**src/rtl/gpu_pkg.sv**
```systemverilog
// Shared GPU types and constants for the VRAM write path.
// VRAM_ADDR_WIDTH sets the VRAM address width and defaults to 10 bits.
`ifndef VRAM_ADDR_WIDTH
`define VRAM_ADDR_WIDTH 10
`endif

package gpu_pkg;

   localparam int unsigned VRAM_ADDR_W   = `VRAM_ADDR_WIDTH;
   localparam int unsigned DEFAULT_DEPTH = 16;

   // One buffered CPU write.
   typedef struct packed {
      logic [VRAM_ADDR_W-1:0] addr;
      logic [7:0]             data;
   } vram_wr_t;

   // Scheduler state: hold writes, or release them during the window.
   typedef enum logic {
      ST_WAIT  = 1'b0,
      ST_DRAIN = 1'b1
   } sched_state_e;

endpackage

```
**src/rtl/vram_wr_fifo.sv**
```systemverilog
// Circular write buffer for the VRAM write scheduler.
// It holds the storage, both pointers, the occupancy count and the full/empty flags.
// flush overrides push and pop. The caller must not pop when empty, and must not
// push when full unless it pops in the same cycle.
module vram_wr_fifo
   import gpu_pkg::*;
#(
   parameter  int unsigned DEPTH = DEFAULT_DEPTH,
   parameter  int unsigned W     = VRAM_ADDR_W + 8,
   localparam int unsigned PTR_W = $clog2(DEPTH),
   localparam int unsigned CNT_W = $clog2(DEPTH + 1)
) (
   input  logic             clk,
   input  logic             rst_n,
   input  logic             push,
   input  logic             pop,
   input  logic             flush,
   input  logic [W-1:0]     wdata,
   output logic [W-1:0]     rdata,
   output logic [CNT_W-1:0] count,
   output logic             full,
   output logic             empty
);

   logic [W-1:0]     mem [DEPTH];
   logic [PTR_W-1:0] wr_ptr_q, rd_ptr_q;
   logic [CNT_W-1:0] count_q;

   // Pointer and occupancy update. The pointers are log2(DEPTH) bits wide, so they wrap on their own.
   always_ff @(posedge clk or negedge rst_n) begin
      if (!rst_n) begin
         wr_ptr_q <= '0;
         rd_ptr_q <= '0;
         count_q  <= '0;
      end else if (flush) begin
         wr_ptr_q <= '0;
         rd_ptr_q <= '0;
         count_q  <= '0;
      end else begin
         if (push) wr_ptr_q <= wr_ptr_q + PTR_W'(1);
         if (pop)  rd_ptr_q <= rd_ptr_q + PTR_W'(1);
         if (push && !pop)      count_q <= count_q + CNT_W'(1);
         else if (pop && !push) count_q <= count_q - CNT_W'(1);
      end
   end

   // Storage write. The storage has no reset because the empty flag masks any stale entries.
   always_ff @(posedge clk) begin
      if (push && !flush) mem[wr_ptr_q] <= wdata;
   end

   assign rdata = mem[rd_ptr_q];
   assign count = count_q;
   assign full  = (count_q == CNT_W'(DEPTH));
   assign empty = (count_q == '0);

endmodule

```
**src/rtl/vram_write_scheduler.sv**
```systemverilog
// VRAM write scheduler.
// It queues CPU writes and releases them one per clock, only while the video timing
// reports the VRAM-writable window.
// When VRAM_WRITE_BYPASS_EN is defined, a write that arrives while draining with an
// empty queue goes straight to the VRAM port in the same cycle.
`ifndef VRAM_ADDR_WIDTH
`define VRAM_ADDR_WIDTH 10
`endif

module vram_write_scheduler
   import gpu_pkg::*;
#(
   parameter  int unsigned DEPTH  = DEFAULT_DEPTH,
   parameter  int unsigned ADDR_W = `VRAM_ADDR_WIDTH,
   localparam int unsigned CNT_W  = $clog2(DEPTH + 1)
) (
   input  logic              clk,
   input  logic              rst_n,
   input  logic              writable,
   input  logic              cpu_we,
   input  logic [ADDR_W-1:0] cpu_addr,
   input  logic [7:0]        cpu_data,
   input  logic              flush,
   input  logic              clr_overflow,
   output logic              vram_we,
   output logic [ADDR_W-1:0] vram_addr,
   output logic [7:0]        vram_data,
   output logic              fifo_full,
   output logic              fifo_empty,
   output logic [CNT_W-1:0]  fifo_count,
   output logic              overflow,
   output logic              drain_done
);

   sched_state_e        state_q, state_d;
   logic                overflow_q, drain_done_q;
   logic                push, pop, drop, bypass;
   logic [ADDR_W+7:0]   head;

   vram_wr_fifo #(
      .DEPTH (DEPTH),
      .W     (ADDR_W + 8)
   ) u_fifo (
      .clk   (clk),
      .rst_n (rst_n),
      .push  (push),
      .pop   (pop),
      .flush (flush),
      .wdata ({cpu_addr, cpu_data}),
      .rdata (head),
      .count (fifo_count),
      .full  (fifo_full),
      .empty (fifo_empty)
   );

   // Qualify pop, push, drop and bypass. flush cancels all of them in the same cycle.
   always_comb begin
      pop = (state_q == ST_DRAIN) && writable && !fifo_empty && !flush;
`ifdef VRAM_WRITE_BYPASS_EN
      bypass = (state_q == ST_DRAIN) && writable && fifo_empty && cpu_we && !flush;
`else
      bypass = 1'b0;
`endif
      push = cpu_we && !flush && !bypass && (!fifo_full || pop);
      drop = cpu_we && !flush && fifo_full && !pop;
   end

   // Window tracking: drain only after the window has been seen high for one edge.
   always_comb begin
      state_d = state_q;
      case (state_q)
         ST_WAIT:  if (writable)  state_d = ST_DRAIN;
         ST_DRAIN: if (!writable) state_d = ST_WAIT;
         default:                 state_d = ST_WAIT;
      endcase
   end

   // State, sticky overflow (set beats clear), and the drain-done pulse.
   always_ff @(posedge clk or negedge rst_n) begin
      if (!rst_n) begin
         state_q      <= ST_WAIT;
         overflow_q   <= 1'b0;
         drain_done_q <= 1'b0;
      end else begin
         state_q <= state_d;
         if (drop)              overflow_q <= 1'b1;
         else if (clr_overflow) overflow_q <= 1'b0;
         drain_done_q <= pop && !push && (fifo_count == CNT_W'(1));
      end
   end

   // VRAM port: the bypassed write, else the queue head, else zero while empty.
   always_comb begin
      vram_we = pop || bypass;
      if (bypass) begin
         vram_addr = cpu_addr;
         vram_data = cpu_data;
      end else if (!fifo_empty) begin
         vram_addr = head[ADDR_W+7:8];
         vram_data = head[7:0];
      end else begin
         vram_addr = '0;
         vram_data = '0;
      end
   end

   assign overflow   = overflow_q;
   assign drain_done = drain_done_q;

endmodule

```
**config.mk**
```make
export PLATFORM = sky130hd
export DESIGN_NAME = vram_write_scheduler
export DESIGN_NICKNAME = d
export VERILOG_FILES = /design/src/rtl/gpu_pkg.sv /design/src/rtl/vram_wr_fifo.sv /design/src/rtl/vram_write_scheduler.sv
export SDC_FILE = /design/constraint.sdc
export NUM_CORES = 1
export LEC_CHECK = 0
export CELL_PAD_IN_SITES_DETAIL_PLACEMENT = 2
export CELL_PAD_IN_SITES_GLOBAL_PLACEMENT = 2
export CORE_MARGIN = 5
export CORE_UTILIZATION = 32
export CTS_CLUSTER_SIZE = 24
export DETAILED_ROUTE_END_ITERATION = 8
export HOLD_SLACK_MARGIN = 0.03
export MAX_ROUTING_LAYER = met4
export PLACE_DENSITY = 0.57
export SKIP_LAST_GASP = 1
export SLEW_MARGIN = 5
export SYNTH_ARGS = -nofsm -noshare
export SYNTH_HDL_FRONTEND = slang
export SYNTH_SLANG_ARGS = --single-unit
```
**constraint.sdc**
```tcl
create_clock -name clk -period 3.8 [get_ports clk]
set_input_delay 0.76 -clock clk [delete_from_list [all_inputs] [get_ports clk]]
set_output_delay 0.76 -clock clk [all_outputs]
set_load 0.005 [all_outputs]
```
==> results of run 1 <==
## final timing paths
kind | endpoint | startpoint | slack, ns | cells after the start
max | vram_data[1] | u_fifo.rd_ptr_q[0] | 0.09 | 5
min | overflow | overflow | 0.53 | 1
max reg2reg | u_fifo.mem[10][9] | u_fifo.count[0] | 1.06 | 8
min reg2reg | overflow | overflow | 0.53 | 1
max in group asynchronous | u_fifo.rd_ptr_q[0] | rst_n | 2.41 | 1
min in group asynchronous | drain_done | rst_n | 0.75 | 1
## flip-flops by register name (all words and copies together) (netlist names)
name and flops:
u_fifo.rd_ptr_q 4, overflow 1, u_fifo.count 5, u_fifo.wr_ptr_q 4, u_fifo.mem 288, state_q 1, drain_done 1
## cells in the final DEF (no fill, tap or decap), types with 5 or more instances in the layout
master,instances
edfxtp_1,288
o2111ai_1,7
dfrtp_1,14
xnor2_1,5
nor2b_1,16
buf_12,12
o211ai_1,7
mux4_1,13
nor2_1,7
ha_1,9
clkinv_2,6
and2_1,9
nand3_1,7
clkbuf_1,9
inv_1,12
mux4_2,77
clkbuf_16,36
clkdlybuf4s50_1,50
buf_4,21
## kinds of logic after synthesis
kind of cell | after synthesis | share of synthesized area (%)
buffers and inverters | 43 | 2.14
AO/OA/AOI/OAI | 32 | 2.01
adder cells (fa/ha/maj) | 9 | 0.920
XOR/XNOR | 6 | 0.429
AND/OR/NAND/NOR | 69 | 3.58
flip-flops | 304 | 73.9
multiplexers | 91 | 17.0
## where the power goes
part / total [mW] / internal [mW] / switching [mW] / leakage [nW]
registers: 3.85 / 3.75 / 0.100 / 2.81
logic: 1.62 / 0.881 / 0.740 / 1.32
clock network: 3.24 / 1.94 / 1.30 / 0.542
total: 8.72 / 6.58 / 2.14 / 4.66
## through the flow
| step | area [sq um] | worst slack (ns) |
|---|---|---|
| after detailed placement | 13600 | 0.443 |
| after global placement | 13600 | 0.490 |
| after global routing | 14800 | -0.0203 |
| after CTS | 14700 | -0.00585 |
| after floorplan | 12200 | 0.153 |
| final | 14800 | 0.0855 |
## layer usage
metal  track usage, %  vias up
li1                 -     2521
met1             19.8     3242
met2             25.2      143
met3             2.87       43
met4             3.13        0
met5                -        -
## what timing repair did
item                                   in CTS  in global routing
hold buffers                                0                  0
setup endpoints to repair                   7                  9
buffers inserted                            0                  1
cloned                                      0                  1
pin swaps                                   0                  0
endpoints found under the hold margin       0                  0
resized for setup                           2                  5
## worst reg2reg max path: cells and delay by family, from the launching register on
| family | cells | cell delay, ns |
|---|---|---|
| AND/OR/NAND/NOR | 3 | 0.71 |
| flip-flops | 1 | 0.49 |
| adder cells (fa/ha/maj) | 1 | 0.25 |
| buffers and inverters | 3 | 0.69 |
| AO/OA/AOI/OAI | 1 | 0.24 |
## cell type report
| class | instances | area, sq um | area share [%] |
|---|---|---|---|
| Antenna cell | 1 | 2.50 | 0.0169 |
| Multi-Input combinational cell | 207 | 2970 | 20.1 |
| Timing Repair Buffer | 87 | 975 | 6.59 |
| Clock inverter | 15 | 168 | 1.13 |
| Clock buffer | 46 | 937 | 6.34 |
| Inverter | 12 | 45.0 | 0.305 |
| Sequential cell | 304 | 9050 | 61.2 |
| Tap cell | 511 | 639 | 4.32 |
==> summary.md, run 1 <==
| Metric | Value |
|---|---|
| Yosys cell types | 43 |
| CP arrival | 2.95 ns |
| Row count | 71 |
| Slowest stage delay, CP | 0.61 ns |
| List of most frequent post-synthesis cells | edfxtp_1, mux4_2, dfrtp_1, nor2b_1, mux4_1 |
| Slew Viols, Final | 0 |
| CORE AREA | 0.0378 sq mm |
| Top layer in use | met4 |
| Total GRT Usage | 15.2% |
| Final Total Pwr | 8.72 mW |
| Cells after Synth | 554 |
| Share of cells above drive strength 1 | 26.5% |
| Skew final | 0.0213 ns |
| Worst slew pin tran | 0.868 ns |
| Syn_nets | 587 |
| Worst-path cell with the longest stage delay | mux4_1 |
| Via count | 5949 |
| Antenna violations before repair | 1 |
| Clock Path Buffers | 3 |
| Largest net degree at the start of global routing | 61 |
| Post-Syn Area | 0.0122 sq mm |
| Worst-path cell chain | buf_16 -> mux4_1 -> mux4_2 -> nor2b_1 -> clkdlybuf4s50_1 |
| Hold WC Path Type | reg2reg |
| Worst-path clk slew | 0.06 ns |
| Hold WS | 0.533 ns |
| Non-Filler Instances | 1183 |
| Port buffer count | 51 |
| I/O pin total | 52 |
| Crit end category | output pin |
| GP Congestion | 0.748 |
| Die width | 206 microns |
| Final worst path period need | 3.71 ns |
| Clock Sink Count | 304 |
| Leading post-synthesis cells by cell area | edfxtp_1, mux4_2, dfrtp_1 |
| Yosys Warn Count | 0 |
| Layout area overhead | 20.8% |
| Final core occ | 39.2% |
| Mean Syn Cell Area | 22.1 sq um |
| Hpwl dp | 17000 microns |
| Max-Slew Margin vs Limit | 41.9% |
| Primary FF master, synth | edfxtp_1 |
| Met3 wire len | 1680 microns |
| Post-synth ARST share | 5.26% |
| Remaining Overflow, GRT | 0 |
| CP startpoint kind | flip-flop |
| Drt wl/cell | 26.1 microns |
| CTS buffer count | 35 |
| Die H | 206 microns |
| Critical path class | reg2out |
| Final #Nets | 680 |
| Worst path bufs/invs | 2 |
| Largest driver fanout on the critical path | 19 |
| Yosys reg bits | 304 |
| Area leader, netlist | edfxtp_1 |
| Setup Viol. Count Final | 0 |
| Critical Path RT | 3.04 ns |
| Number of synthesized flops with an enable pin | 288 |
| Final WL | 30900 microns |
| Fin Setup TNS | 0 ns |
| Clock Tree Root | clkbuf_16 |
| Max cap viols | 0 |
| Post-synth top area share | 70.6% |
| RSZ-0062 raised after global routing | true |
| Dominant cell by count in the synthesized netlist | edfxtp_1 |
| Final Hold Vio Count | 0 |
| First-pass GRT wire length | 45600 microns |
| Tcrit/Tclk final | 97.7% |
| H-tree Lvls | 2 |
| Vias in the first global route | 6699 |
| Clock Latency Late Sink | 0.51 ns |
| Routed Antenna Nets | 0 |
| CTS tree | done |
| Die ar. | 0.0423 sq mm |
| TritonRoute pass-1 iters | 4 |
| Lkg Pwr | 4.66 nW |
| Starting Density | 32.4% |
| Drt drc | 0 |
| DRT iter0 DRCs | 411 |
| Seq/Total Area, Yosys | 73.9% |
| Pwr/cell area | 589 mW/mm^2 |
| Via density | 5.03 |
| Top delay family on crit path | multiplexers |
| Max Clock Freq | 269 MHz |
| Met2 Wirelength | 15400 microns |
| Fillers | 3516 |
| Placed Cells | 1119 |
| Status | completed |
| VDD IR max | 0.295 mV |
| Post-Route M1 WL | 13300 microns |
Note: power is estimated with default switching activity, not from simulation.
==> run 2: changes to the inputs <==
--- a/config.mk
+++ b/config.mk
@@ -7,7 +7,6 @@
 export LEC_CHECK = 0
 export CELL_PAD_IN_SITES_DETAIL_PLACEMENT = 2
 export CELL_PAD_IN_SITES_GLOBAL_PLACEMENT = 2
-export CORE_MARGIN = 5
 export CORE_UTILIZATION = 32
 export CTS_CLUSTER_SIZE = 24
 export DETAILED_ROUTE_END_ITERATION = 8
==> run 2 against run 1 <==
Net effect:
- first-iteration DRC count decreased by 0.49%
- largest cell class unchanged
- maximum frequency about the same
- routed wire length decreased by 2.2%
- largest power group unchanged
- design area increased by 0.10%
- highest routed layer unchanged
==> summary.md, run 2 (same netlist as run 1, synthesis figures left out) <==
| Metric | Value |
|---|---|
| Clock Path Buffers | 3 |
| Final #Nets | 689 |
| DRT iter0 DRCs | 409 |
| Antenna violations before repair | 0 |
| Share of cells above drive strength 1 | 27.6% |
| Commonest non-fill, non-tap cell in the layout | edfxtp_1 |
| CTS tree | done |
| Register area | 0.00905 sq mm |
| Row count | 71 |
| Via count | 5973 |
| Clock Tree Root | clkbuf_16 |
| Cell Area, Placed | 0.0136 sq mm |
| Remaining Overflow, GRT | 0 |
| Fillers | 3610 |
| RSZ-0062 raised after global routing | true |
| Total GRT Usage | 16.5% |
| Final WL | 30200 microns |
| Critical Path RT | 3.04 ns |
| Routed Antenna Nets | 0 |
| Status | completed |
| CTS buffer count | 36 |
| Commonest non-fill, non-tap cells in the layout | edfxtp_1, mux4_2, clkdlybuf4s50_1, clkbuf_16, buf_4 |
| Pwr/cell area | 587 mW/mm^2 |
| Fin area | 0.0148 sq mm |
| Worst-path clk slew | 0.05 ns |
| Skew final | 0.0271 ns |
| Max cap viols | 0 |
| Max Clock Freq | 269 MHz |
| Hold WS | 0.530 ns |
| Clock Latency Late Sink | 0.52 ns |
| I/O pin total | 52 |
| Via density | 5.01 |
| CP startpoint kind | flip-flop |
| Vias in the first global route | 6660 |
| Tcrit/Tclk final | 97.8% |
| Worst-path cell with the longest stage delay | mux4_1 |
| Largest net degree at the start of global routing | 76 |
| Drt drc | 0 |
| Largest driver fanout on the critical path | 21 |
| Critical path class | reg2out |
| Cells on Worst Hold Path | 1 |
| Final worst path period need | 3.72 ns |
| Crit end category | output pin |
| Inserted Diodes | 0 |
| Final Hold Vio Count | 0 |
| Worst-path cell chain | buf_12 -> mux4_1 -> mux4_2 -> nor2b_4 -> clkdlybuf4s50_1 |
| Port buffer count | 51 |
| Worst slew pin tran | 0.936 ns |
| Clock Sink Count | 304 |
| GP Congestion | 0.748 |
| Footprint of the multi-input gates | 0.00297 sq mm |
| Largest register FFs | 288 |
| H-tree Lvls | 2 |
| Max-Slew Margin vs Limit | 37.4% |
| First-pass GRT wire length | 44800 microns |
| Die ar. | 0.0391 sq mm |
| CP arrival | 2.96 ns |
| CORE AREA | 0.0377 sq mm |
| Most flops, register | u_fifo.mem |
| TritonRoute pass-1 iters | 4 |
| R2r worst-path depth | 8 |
| Layout area overhead | 20.9% |
| Slowest stage delay, CP | 0.58 ns |
| Hold WC Path Type | reg2reg |
| Starting Density | 32.5% |
| Die H | 198 microns |
| Setup Viol. Count Final | 0 |
| Die width | 198 microns |
| Lkg Pwr | 4.68 nW |
| Hold-fix buffers at CTS | 0 |
| Drt wl/cell | 25.3 microns |
| VDD IR max | 0.235 mV |
| Slew Viols, Final | 0 |
| Hpwl dp | 17600 microns |
run 2: where the power goes:
part | switching (mW) | leakage, nW | internal [mW]
combinational | 0.711 | 1.33 | 0.840
clock | 1.32 | 0.543 | 1.96
sequential | 0.101 | 2.81 | 3.75
run 2: timing repair:
item                       4_1_cts  5_1_grt
resized for setup                0        1
setup endpoints to repair       15       10
buffers inserted                 3        3
run 2: worst paths after layout:
path	startpoint	end	slack, ns
setup reg to reg	u_fifo.count[0]	u_fifo.mem[11][9]	1.06
hold reg to reg	overflow	overflow	0.53
min in group asynchronous	rst_n	overflow	0.78
max in group asynchronous	rst_n	u_fifo.rd_ptr_q[0]	2.33
setup / recovery	u_fifo.rd_ptr_q[0]	vram_addr[3]	0.08
hold / removal	overflow	overflow	0.53
run 2: through the flow:
stage / power, mW / util, % / worst slack [ns] / TNS, ns / instances
floorplan: 4.80 / - / 0.153 / 0 / 554
global placement: 5.45 / 36.2 / 0.471 / 0 / 1123
detailed placement: 5.49 / 36.2 / 0.416 / 0 / 1123
CTS: 8.81 / 39.2 / 0.00634 / 0 / 1190
global route: 9.04 / 39.3 / -0.0382 / -0.0812 / 1193
finish: 8.68 / 39.3 / 0.0840 / 0 / 1193
run 2: area by class of cell:
class	count	area share [%]
Multi-Input combinational cell	207	20.1
Sequential cell	304	61.1
Timing Repair Buffer	95	6.55
Clock buffer	43	6.26
Clock inverter	21	1.35
Inverter	12	0.304
Tap cell	511	4.32
run 2: metal layers:
layer,wire (microns),vias up,global-route usage [%]
met5,0,-,-
met4,510,0,3.96
met3,1610,40,2.48
met2,15200,138,27.5
met1,12900,3251,21.4
li1,-,2544,-
run 2: worst max-delay path, delay by kind of cell (launching register included):
family	cells	cell delay, ns
and+or+nand+nor	1	0.14
muxes	2	1.07
DFF	1	0.54
buffers and inverters	2	0.68
==> run 3: changes to the inputs <==
==> constraint.sdc (replaced) <==
create_clock -name clk -period 4.7 [get_ports clk]
set_input_delay 0.94 -clock clk [delete_from_list [all_inputs] [get_ports clk]]
set_output_delay 0.94 -clock clk [all_outputs]
set_load 0.005 [all_outputs]
==> run 3 against run 2 <==
Net effect:
- critical path depth is the same
- count of clock-buffer cells in the layout shrank 2
- sequential share of layout area grew 1.0 points
- worst hold slack gained 0.033 ns
- via count is the same
- setup slack gained 0.26 ns
- utilization shrank 0.66 points
- power shrank 21%
- first-iteration DRC count shrank 9.0%
- sequential cell count is the same
- largest power group unchanged
- design area shrank 1.7%
==> summary.md, run 3 (same netlist as run 1, synthesis figures left out) <==
| Metric | Value |
|---|---|
| Status | completed |
| Final Hold Vio Count | 0 |
| Largest driver fanout on the critical path | 30 |
| Drt wl/cell | 25.8 microns |
| Setup Viol. Count Final | 0 |
| R2r worst-path depth | 7 |
| Post-Place Worst Slack | 0.619 ns |
| Crit end category | output pin |
| Setup WS post-layout | 0.340 ns |
| Largest register FFs | 288 |
| Inserted Diodes | 0 |
| DRT iter0 DRCs | 372 |
| Placed Cells | 1119 |
| Hold WC Path Type | reg2reg |
| Max-Slew Margin vs Limit | 37.7% |
| Worst-path cell with the longest stage delay | dfrtp_4 |
| GP Congestion | 0.700 |
| Worst-path clk slew | 0.06 ns |
| Worst path bufs/invs | 2 |
| Largest net degree at the start of global routing | 39 |
| CP startpoint kind | flip-flop |
| Clock Tree Root | clkbuf_16 |
| TritonRoute pass-1 iters | 4 |
| Hpwl dp | 18400 microns |
| Tcrit/Tclk final | 92.8% |
| Max cap viols | 0 |
| Final Total Pwr | 6.82 mW |
| Routed Antenna Nets | 0 |
| Fillers | 3564 |
| Starting Density | 32.5% |
| Clock Path Buffers | 3 |
| Fin Setup TNS | 0 ns |
| Die width | 198 microns |
| I/O pin total | 52 |
| Cells on Worst Hold Path | 1 |
| Clock Latency Late Sink | 0.51 ns |
| Layout area overhead | 18.9% |
| Port buffer count | 51 |
| Share of cells above drive strength 1 | 26.2% |
| Worst slew pin tran | 0.935 ns |
| VDD IR max | 0.444 mV |
| Antenna violations before repair | 0 |
| Non-Filler Instances | 1178 |
| Via count | 5973 |
| Die ar. | 0.0391 sq mm |
| Crit path depth | 5 |
| Slowest stage delay, CP | 0.86 ns |
| Worst-path cell chain | buf_12 -> mux4_1 -> mux4_2 -> nor2b_1 -> clkdlybuf4s50_1 |
| Most flops, register | u_fifo.mem |
| Hold-fix buffers at CTS | 0 |
| CTS buffer count | 35 |
| CP arrival | 3.42 ns |
| Die H | 198 microns |
| Slew Viols, Final | 0 |
| CTS resizes | 0 |
| Final worst path period need | 4.36 ns |
| Lkg Pwr | 4.58 nW |
| Remaining Overflow, GRT | 0 |
| Clock Sink Count | 304 |
| CORE AREA | 0.0377 sq mm |
| Drt drc | 0 |
| Final #Nets | 678 |
| Critical path class | reg2out |
| Total GRT Usage | 16.8% |
| Top delay family on crit path | multiplexers |
| Via density | 5.07 |
| Pwr/cell area | 469 mW/mm^2 |
| RSZ-0062 raised after global routing | false |
| Vias in the first global route | 6859 |
| Skew final | 0.0141 ns |
| Commonest non-fill, non-tap cells in the layout | edfxtp_1, mux4_2, clkdlybuf4s50_1, clkbuf_16, buf_4 |
| Final WL | 30400 microns |
| H-tree Lvls | 2 |
| Max Clock Freq | 229 MHz |
| First-pass GRT wire length | 45800 microns |
| CTS tree | done |
| Critical Path RT | 3.76 ns |
| Commonest non-fill, non-tap cell in the layout | edfxtp_1 |
| # Post-CTS Setup Buffers | 0 |
| Final core occ | 38.6% |
| Row count | 71 |
## run 3: worst paths after layout
| kind | start | endpoint | slack [ns] |
|---|---|---|---|
| max in group asynchronous | rst_n | u_fifo.rd_ptr_q[0] | 3.15 |
| min in group asynchronous | rst_n | u_fifo.count[1] | 0.92 |
| worst min-delay path | overflow | overflow | 0.56 |
| worst max register to register | u_fifo.count[0] | u_fifo.mem[10][6] | 1.70 |
| worst min register to register | overflow | overflow | 0.56 |
| worst max-delay path | u_fifo.rd_ptr_q[0] | vram_data[4] | 0.34 |
## run 3: through the flow
step / hold slack, ns / cell area (sq um)
after global routing: 0.583 / 14600
after detailed placement: 0.554 / 13500
final: 0.562 / 14600
after global placement: 0.486 / 13500
after floorplan: 0.487 / 12200
after CTS: 0.571 / 14600
## run 3: final cells by class
class | instances | area (sq um) | share of cell area [%]
flip-flops and latches | 304 | 9050 | 62.2
clock inverters | 18 | 134 | 0.920
multi-input cells | 207 | 2970 | 20.4
well taps | 511 | 639 | 4.39
repair buffers | 85 | 816 | 5.60
inverters | 12 | 45.0 | 0.309
clock buffers | 41 | 898 | 6.17
## run 3: routing by layer
metal | vias up | GRT usage (%) | share of wire [%]
li1 | 2528 | - | -
met1 | 3274 | 21.5 | 44
met2 | 129 | 27.9 | 50
met3 | 42 | 2.61 | 3.9
met4 | 0 | 4.19 | 1.7
met5 | - | - | 0
## run 3: report_power, final
group / switching (mW) / internal (mW) / leakage [nW] / total, mW
Sequential: 0.114 / 3.03 / 2.81 / 3.15
Clock: 1.06 / 1.43 / 0.510 / 2.49
Combinational: 0.547 / 0.640 / 1.26 / 1.19
Total: 1.72 / 5.10 / 4.58 / 6.82
